### src/rtl/lsu_data_port.sv
// Load/store initiator for a byte-laned 32-bit data memory with a synchronous read port.
// Serves one scalar request at a time; misaligned or illegal-size requests never reach memory.
module lsu_data_port #(
   parameter int MEM_LATENCY = 1
) (
   input  logic        clk,
   input  logic        rst_n,
   input  logic        req_valid,
   output logic        req_ready,
   input  logic        req_we,
   input  logic [1:0]  req_size,
   input  logic        req_unsigned,
   input  logic [31:0] req_addr,
   input  logic [31:0] req_wdata,
   output logic        rsp_valid,
   input  logic        rsp_ready,
   output logic [31:0] rsp_rdata,
   output logic        rsp_fault,
   output logic [31:0] mem_raddr,
   output logic [31:0] mem_waddr,
   output logic [31:0] mem_wdata,
   output logic [3:0]  mem_wr,
   input  logic [31:0] mem_rdata
);

   typedef enum logic [1:0] {
      IDLE      = 2'd0,
      STORE     = 2'd1,
      LOAD_WAIT = 2'd2,
      RESP      = 2'd3
   } state_t;

   state_t      state_r;
   logic [2:0]  latCnt_r;
   logic [1:0]  opSize_r;
   logic        zeroExt_r;
   logic [1:0]  laneOff_r;

   logic        accept_s;
   logic        reqFault_s;
   logic [3:0]  laneMask_s;
   logic [31:0] alignedAddr_s;
   logic [31:0] laneWdata_s;
   logic [31:0] loadResult_s;

   function automatic logic [31:0] extendLoad(input logic [31:0] raw, input logic [1:0] size,
                                              input logic zext);
      logic [31:0] res;
      case (size)
         2'b00:   res = {{24{~zext & raw[7]}}, raw[7:0]};
         2'b01:   res = {{16{~zext & raw[15]}}, raw[15:0]};
         default: res = raw;
      endcase
      return res;
   endfunction

   assign accept_s      = req_valid & req_ready;
   assign reqFault_s    = (req_size == 2'b11)
                        | ((req_size == 2'b01) & req_addr[0])
                        | ((req_size == 2'b10) & (req_addr[1:0] != 2'b00));
   assign alignedAddr_s = {req_addr[31:2], 2'b00};
   assign laneWdata_s   = req_wdata << {req_addr[1:0], 3'b000};
   assign loadResult_s  = extendLoad(mem_rdata >> {laneOff_r, 3'b000}, opSize_r, zeroExt_r);

   // Byte-lane write mask for the incoming store
   always_comb begin
      laneMask_s = 4'b0000;
      case (req_size)
         2'b00:   laneMask_s = 4'b0001 << req_addr[1:0];
         2'b01:   laneMask_s = 4'b0011 << req_addr[1:0];
         2'b10:   laneMask_s = 4'b1111;
         default: laneMask_s = 4'b0000;
      endcase
   end

   // Request/response sequencer; every output is a register of this block
   always_ff @(posedge clk or negedge rst_n) begin
      if (!rst_n) begin
         state_r   <= IDLE;
         req_ready <= 1'b1;
         rsp_valid <= 1'b0;
         rsp_fault <= 1'b0;
         rsp_rdata <= 32'h0000_0000;
         mem_raddr <= 32'h0000_0000;
         mem_waddr <= 32'h0000_0000;
         mem_wdata <= 32'h0000_0000;
         mem_wr    <= 4'b0000;
         latCnt_r  <= 3'd0;
         opSize_r  <= 2'b00;
         zeroExt_r <= 1'b0;
         laneOff_r <= 2'b00;
      end else begin
         case (state_r)
            IDLE: begin
               mem_wr <= 4'b0000;
               if (accept_s) begin
                  req_ready <= 1'b0;
                  if (reqFault_s) begin
                     rsp_valid <= 1'b1;
                     rsp_fault <= 1'b1;
                     rsp_rdata <= 32'h0000_0000;
                     state_r   <= RESP;
                  end else if (req_we) begin
                     mem_waddr <= alignedAddr_s;
                     mem_wdata <= laneWdata_s;
                     mem_wr    <= laneMask_s;
                     state_r   <= STORE;
                  end else begin
                     mem_raddr <= alignedAddr_s;
                     opSize_r  <= req_size;
                     zeroExt_r <= req_unsigned;
                     laneOff_r <= req_addr[1:0];
                     latCnt_r  <= 3'(MEM_LATENCY);
                     state_r   <= LOAD_WAIT;
                  end
               end else begin
                  req_ready <= 1'b1;
               end
            end
            STORE: begin
               mem_wr    <= 4'b0000;
               rsp_valid <= 1'b1;
               rsp_fault <= 1'b0;
               rsp_rdata <= 32'h0000_0000;
               state_r   <= RESP;
            end
            LOAD_WAIT: begin
               // Counter runs out on the edge that registers mem_rdata; capture one edge later
               if (latCnt_r == 3'd0) begin
                  rsp_valid <= 1'b1;
                  rsp_fault <= 1'b0;
                  rsp_rdata <= loadResult_s;
                  state_r   <= RESP;
               end else begin
                  latCnt_r <= latCnt_r - 3'd1;
               end
            end
            RESP: begin
               if (rsp_ready) begin
                  rsp_valid <= 1'b0;
                  rsp_fault <= 1'b0;
                  req_ready <= 1'b1;
                  state_r   <= IDLE;
               end else begin
                  rsp_valid <= 1'b1;
               end
            end
            default: begin
               mem_wr    <= 4'b0000;
               rsp_valid <= 1'b0;
               rsp_fault <= 1'b0;
               req_ready <= 1'b1;
               state_r   <= IDLE;
            end
         endcase
      end
   end

endmodule

### config.mk
export PLATFORM = sky130hd
export DESIGN_NAME = lsu_data_port
export DESIGN_NICKNAME = d
export VERILOG_FILES = /design/src/rtl/lsu_data_port.sv
export SDC_FILE = /design/constraint.sdc
export NUM_CORES = 1
export LEC_CHECK = 0
export ABC_CLOCK_PERIOD_IN_PS = 4300
export CAP_MARGIN = 15
export CORE_MARGIN = 2
export CORE_UTILIZATION = 50
export CTS_BUF_LIST = sky130_fd_sc_hd__clkbuf_4 sky130_fd_sc_hd__clkbuf_8
export CTS_CLUSTER_DIAMETER = 100
export DETAILED_ROUTE_END_ITERATION = 7
export HOLD_SLACK_MARGIN = 0.02
export PLACE_DENSITY = 0.88
export SYNTH_ARGS = -nofsm -noshare
export SYNTH_HDL_FRONTEND = slang
export SYNTH_SLANG_ARGS = --single-unit
### constraint.sdc
create_clock -name clk -period 4.3 [get_ports clk]
set_clock_uncertainty 0.15 [all_clocks]
set_input_delay 0.86 -clock clk [delete_from_list [all_inputs] [get_ports clk]]
set_output_delay 0.86 -clock clk [all_outputs]
set_load 0.005 [all_outputs]
==> out/results.tsv, run 1 <==
stage	metric	value	unit
setup_path	reg-to-reg slack, setup	1.42	ns
setup_path	WP data required	4.51	ns
detailed_routing	WL per Instance	18.8	um
synthesis	syn avg cell area	11.4	sq um
clock_network	clk sinks	141	
placed_design	post-placement cell count	967	
synthesis	register bit total from synthesis	141	
floorplanning	Starting Density	51.0	%
global_routing	antenna violations before repair	0	
sta	final critical-path required period	3.03	ns
setup_path	CP arrival	3.24	ns
placed_design	DP Worst Slack	0.808	ns
clock_network	Hold Buf Count CTS	0	
sta	final setup margin	1.27	ns
sta	Setup violations, final	0	
sta	RSZ-0062 raised after global routing	no	
power_and_ir_drop	Pwr per Cell Area	646	nW/um^2
clock_network	CTS H-tree lvls	4	
placed_design	Area after DPL	9140	sq um
synthesis	synth top area cells	dfrtp_1, mux2_2, mux2i_1, nand2_1, a21oi_1	
floorplanning	die area	14400	sq um
synthesis	asr flop ratio synth	100	%
detailed_routing	DR vias	5541	
sta	Slew Viols, Final	0	
worst_hold_path	Hold WC Path Type	primary input to async pin	
sta	Fin. Hold Viols	0	
floorplanning	# rows	42	
power_and_ir_drop	Lkg Pwr	4.07	nW
synthesis	most numerous cell in the Yosys netlist	dfrtp_1	
detailed_routing	via-per-instance ratio	5.55	
finish	ANT cells	0	
clock_network	post-CTS sizing	0	
finish	fill count	937	
detailed_routing	DRC	0	
global_routing	gr usage total	26.9	%
detailed_routing	routed wire length	18800	um
synthesis	most used flip-flop cell after synthesis	dfrtp_1	
synthesis	Yosys Warn Count	0	
synthesis	top cells by count, synth	dfrtp_1, mux2_2, nand2_1	
clock_network	clk_lat worst skew	0.44	ns
run	Max Cap Viol	0	
finish	nets@finish	922	
floorplanning	core footprint	13200	sq um
global_routing	first-pass GRT wire length	30200	um
detailed_routing	First-pass DRT Iterations	5	
sta	relative slew slack	38.6	%
synthesis	synthesized cell area	6730	sq um
detailed_routing	wl on met1	7600	um
finish	Finished Layout Cells	998	
synthesis	top-area cell type share of the netlist area	52.0	%
placed_design	detailed-placement wirelength estimate	13900	um
clock_network	Num CTS Buffers	17	
sta	hold slack	0.287	ns
finish	area grow syn2layout	41.5	%
status	status	finished, final reports clean	
finish	share of cells above drive strength 1	16.4	%
placed_design	PortBufs	234	
setup_path	WS Path Type	primary input to register	
detailed_routing	antenna violation net count after detailed routing	0	
detailed_routing	top sig layer	met4	
clock_network	Clock Pin Slew Worst Setup and Hold Paths	0.08	ns
setup_path	CP endpoint kind	register	
power_and_ir_drop	total power	6.15	mW
global_routing	grt ovf	0	
sta	Least-Margin Pin Slew	0.921	ns
synthesis	Unique masters post-synth	46	
detailed_routing	metal3 WL	1300	um
detailed_routing	WL met2	9230	um
finish	utilization after layout	72.2	%
power_and_ir_drop	VDD IR max	0.406	mV
global_routing	largest net degree at the start of global routing	88	
clock_network	Max clock buf depth	2	
floorplanning	num ports	239	
floorplanning	DIE WIDTH	120	um
clock_network	TritonCTS clock tree	yes	
placed_design	GPL Wtd Cong	0.925	
synthesis	cell taking the most area after synthesis	dfrtp_1	
setup_path	Crit Path Max Fanout	38	
sta	final worst path period share	70.5	%
sta	Fmax	330	MHz
finish	Final Cell Area	9530	sq um
synthesis	EDFF count, synth	0	
clock_network	setup bufs post-CTS	0	
synthesis	sequential element share of the synthesized area	52.4	%
sta	setup total negative slack	0	ns
detailed_routing	Iteration-0 DRC Markers	476	
clock_network	Root Driver	clkbuf_8	
global_routing	vias in the first global route	5833	
setup_path	Setup crit start kind	primary input	
synthesis	cells after synthesis	593	
floorplanning	die height	120	um
## cell usage in the layout (no fill, tap or decap), types with 15 or more instances in the layout
cell / Yosys / final
nor2b_1: 15 / 15
a21oi_1: 43 / 43
inv_1: 15 / 15
o2bb2ai_1: 15 / 15
mux2_2: 80 / 80
o21ai_0: 20 / 20
clkbuf_8: 0 / 18
a31oi_1: 17 / 17
dfrtp_1: 140 / 140
mux2i_1: 44 / 44
nand2_1: 62 / 62
nor2_1: 21 / 21
clkdlybuf4s50_1: 0 / 233
## worst max-delay path: stages
cell	delay (ns)
clkdlybuf4s50_1	0.55
buf_4	0.40
o21ai_0	0.16
a222oi_1	0.35
buf_4	0.31
and2_1	0.18
buf_4	0.20
mux2i_1	0.21
## worst paths after layout
kind	start	to	cells past startpoint
max	req_addr[0]	rsp_rdata[6]	8
min	rst_n	mem_raddr[18]	1
max reg2reg	state_r[0]	mem_wr[3]	7
min reg2reg	latCnt_r[2]	latCnt_r[2]	1
max in group asynchronous	rst_n	mem_waddr[11]	2
min in group clk	latCnt_r[2]	latCnt_r[2]	1
## sequential cells by signal, summed over array words and instances (netlist names)
| register | flops |
|---|---|
| mem_wdata | 32 |
| rsp_rdata | 32 |
| mem_raddr | 30 |
| mem_waddr | 30 |
| mem_wr | 4 |
| latCnt_r | 3 |
| laneOff_r | 2 |
| opSize_r | 2 |
| state_r | 2 |
| req_ready | 1 |
| rsp_fault | 1 |
| rsp_valid | 1 |
| zeroExt_r | 1 |
## routing by layer
metal | up-vias | global-route usage, %
met2 | 223 | 43.5
met5 | - | 0
met3 | 46 | 7.65
met4 | 0 | 12.6
met1 | 2734 | 33.4
li1 | 2538 | -
## cell families (layout without fill, tap and decap cells)
kind of cell | Yosys count | after routing | synth area share [%]
compound gates | 137 | 137 | 13.3
flops | 141 | 141 | 52.4
fa+ha+maj | 8 | 8 | 1.49
buf+inv | 64 | 290 | 4.44
simple gates | 117 | 117 | 8.05
other cells | 1 | 4 | 0.0557
mux | 125 | 125 | 20.3
## layout make-up
| cell class | instances | area [sq um] | area share (%) |
|---|---|---|---|
| Timing Repair Buffer | 243 | 2410 | 25.3 |
| Clock inverter | 13 | 143 | 1.50 |
| Inverter | 16 | 60.1 | 0.630 |
| Multi-Input combinational cell | 391 | 2920 | 30.6 |
| Sequential cell | 141 | 3530 | 37.0 |
| Tap cell | 176 | 220 | 2.31 |
| Clock buffer | 18 | 248 | 2.60 |
## where the power goes
part	leakage [nW]	switching (mW)	total, mW	internal (mW)
sequential	1.80	0.341	2.23	1.89
clock	0.184	0.519	1.05	0.529
combinational	2.09	1.22	2.88	1.66
total	4.07	2.07	6.15	4.08
(Power assumes the default switching activity.)
==> run 2: changes to the inputs <==
==> config.mk (replaced) <==
export PLATFORM = sky130hd
export DESIGN_NAME = lsu_data_port
export DESIGN_NICKNAME = d
export VERILOG_FILES = /design/src/rtl/lsu_data_port.sv
export SDC_FILE = /design/constraint.sdc
export NUM_CORES = 1
export LEC_CHECK = 0
export ABC_CLOCK_PERIOD_IN_PS = 3100
export CAP_MARGIN = 15
export CORE_MARGIN = 2
export CORE_UTILIZATION = 47
export CTS_BUF_LIST = sky130_fd_sc_hd__clkbuf_4 sky130_fd_sc_hd__clkbuf_8
export CTS_CLUSTER_DIAMETER = 100
export DETAILED_ROUTE_END_ITERATION = 7
export HOLD_SLACK_MARGIN = 0.02
export PLACE_DENSITY = 0.83
export SYNTH_ARGS = -nofsm -noshare
export SYNTH_HDL_FRONTEND = slang
export SYNTH_SLANG_ARGS = --single-unit
==> constraint.sdc (replaced) <==
create_clock -name clk -period 3.1 [get_ports clk]
set_clock_uncertainty 0.15 [all_clocks]
set_input_delay 0.62 -clock clk [delete_from_list [all_inputs] [get_ports clk]]
set_output_delay 0.62 -clock clk [all_outputs]
set_load 0.005 [all_outputs]
==> out/results.tsv, run 2 (synthesis results as in run 1) <==
stage	metric	value	unit
status	status	finished, final reports clean	
worst_hold_path	Hold WC Path Type	primary input to async pin	
setup_path	WP data required	3.27	ns
detailed_routing	top sig layer	met4	
sta	final setup margin	0.401	ns
sta	final worst path period share	87.1	%
setup_path	Crit path largest cell delay	0.73	ns
placed_design	detailed-placement wirelength estimate	14000	um
finish	ANT cells	0	
setup_path	Worst R2R End	mem_waddr[26]	
sta	relative slew slack	45.2	%
detailed_routing	via-per-instance ratio	5.51	
finish	Sequential cell area	3530	sq um
setup_path	reg2reg start	state_r[0]	
finish	most frequent cells in the layout	clkdlybuf4s50_1, dfrtp_1, mux2_2, nand2_1, mux2i_1	
run	Max Cap Viol	0	
sta	Slew Viols, Final	0	
finish	biggest regs	mem_wdata: 32 flops, rsp_rdata: 32 flops	
floorplanning	core footprint	13900	sq um
clock_network	Root Driver	clkbuf_8	
clock_network	Hold Buf Count CTS	0	
power_and_ir_drop	VDD IR max	0.513	mV
detailed_routing	antenna violation net count after detailed routing	0	
sta	Setup violations, final	0	
clock_network	clk sinks	141	
setup_path	CP arrival	2.87	ns
sta	Fmax	370	MHz
floorplanning	num ports	239	
setup_path	crit path buf inv count	2	
finish	nets@finish	928	
finish	area occupied by multi-input gates	2920	sq um
setup_path	slowest CP cell	or4_2	
floorplanning	Starting Density	48.3	%
floorplanning	DIE WIDTH	124	um
detailed_routing	DR vias	5550	
detailed_routing	metal3 WL	1430	um
setup_path	delay-heaviest family, CP	simple AND/OR/NAND/NOR gates	
global_routing	grt ovf	0	
clock_network	post-CTS sizing	0	
global_routing	vias in the first global route	5735	
sta	setup total negative slack	0	ns
global_routing	gr usage total	25.4	%
sta	RSZ-0062 raised after global routing	no	
clock_network	setup bufs post-CTS	0	
setup_path	WS Path Type	register to register	
placed_design	PortBufs	234	
floorplanning	die area	15300	sq um
placed_design	GPL Wtd Cong	0.916	
clock_network	clk_lat worst skew	0.43	ns
placed_design	DP Worst Slack	0.169	ns
setup_path	CP endpoint kind	register	
clock_network	CTS H-tree lvls	4	
sta	Fin. Hold Viols	0	
finish	fill count	988	
global_routing	antenna violations before repair	0	
clock_network	Num CTS Buffers	17	
global_routing	largest net degree at the start of global routing	87	
setup_path	Setup crit start kind	register	
detailed_routing	DRC	0	
detailed_routing	Iteration-0 DRC Markers	329	
floorplanning	# rows	43	
detailed_routing	WL met2	9240	um
floorplanning	die height	124	um
clock_network	Max clock buf depth	2	
detailed_routing	WL per Instance	18.9	um
clock_network	TritonCTS clock tree	yes	
detailed_routing	routed wire length	19000	um
setup_path	CP Cell Sequence	inv_1 -> ha_1 -> nand3_2 -> or4_2 -> buf_12 -> mux2_2	
setup_path	Crit Path Max Fanout	86	
clock_network	Clock Pin Slew Worst Setup and Hold Paths	0.08	ns
sta	Least-Margin Pin Slew	0.820	ns
finish	share of cells above drive strength 1	16.9	%
setup_path	reg-to-reg slack, setup	0.40	ns
power_and_ir_drop	Pwr per Cell Area	892	nW/um^2
global_routing	first-pass GRT wire length	29400	um
detailed_routing	wl on met1	7690	um
finish	commonest non-fill, non-tap cell in the layout	clkdlybuf4s50_1	
detailed_routing	First-pass DRT Iterations	5	
setup_path	Worst R2R Path Depth	6	
finish	area grow syn2layout	42.8	%
power_and_ir_drop	Lkg Pwr	4.12	nW
sta	final critical-path required period	2.70	ns
run 2: worst max path at each step:
stage                      from       endpoint  slack (ns)  depth (start not counted)
floorplan            state_r[0]   rsp_rdata[0]        0.82                          9
global placement    req_addr[0]  mem_waddr[31]        0.22                          5
finish               state_r[0]  mem_waddr[26]        0.40                          6
detailed placement  req_addr[0]  mem_waddr[26]        0.17                          5
CTS                  state_r[0]  mem_waddr[26]        0.44                          6
global route         state_r[0]  mem_wdata[11]        0.28                          6
run 2: worst register-to-register path, delay by kind of cell (launching register included):
kind / cells / cell delay, ns
and+or+nand+nor: 2 / 0.86
buffers and inverters: 2 / 0.38
muxes: 1 / 0.39
DFF: 1 / 0.44
adders and majority gates: 1 / 0.36
run 2: final cells by class:
cell class | count | share of cell area [%]
Clock buffer | 20 | 2.80
Multi-Input combinational cell | 391 | 30.3
Timing Repair Buffer | 249 | 25.9
Clock inverter | 10 | 1.22
Sequential cell | 141 | 36.7
Inverter | 16 | 0.625
Tap cell | 180 | 2.34
run 2: per-layer routing:
layer	vias to the layer above	GRT usage [%]
met3	45	7.92
met2	223	40.3
met4	0	12.1
li1	2547	-
met1	2735	31.7
met5	-	0
run 2: power by group:
| part | total, mW | internal (mW) | leakage, nW | switching, mW |
|---|---|---|---|---|
| Clock | 1.44 | 0.756 | 0.186 | 0.679 |
| Combinational | 4.03 | 2.35 | 2.14 | 1.68 |
| Sequential | 3.11 | 2.62 | 1.80 | 0.490 |
run 2: metrics by stage:
stage / util [%] / cells / hold slack [ns] / total power [mW] / cell area, sq um
after floorplan: - / 596 / 0.174 / 4.98 / 6740
after global placement: 66.2 / 977 / 0.307 / 7.00 / 9230
after detailed placement: 66.2 / 977 / 0.320 / 7.16 / 9230
after CTS: 69.0 / 1007 / 0.0310 / 8.64 / 9610
after global routing: 69.0 / 1007 / 0.0478 / 9.15 / 9610
final: 69.0 / 1007 / 0.0304 / 8.57 / 9610
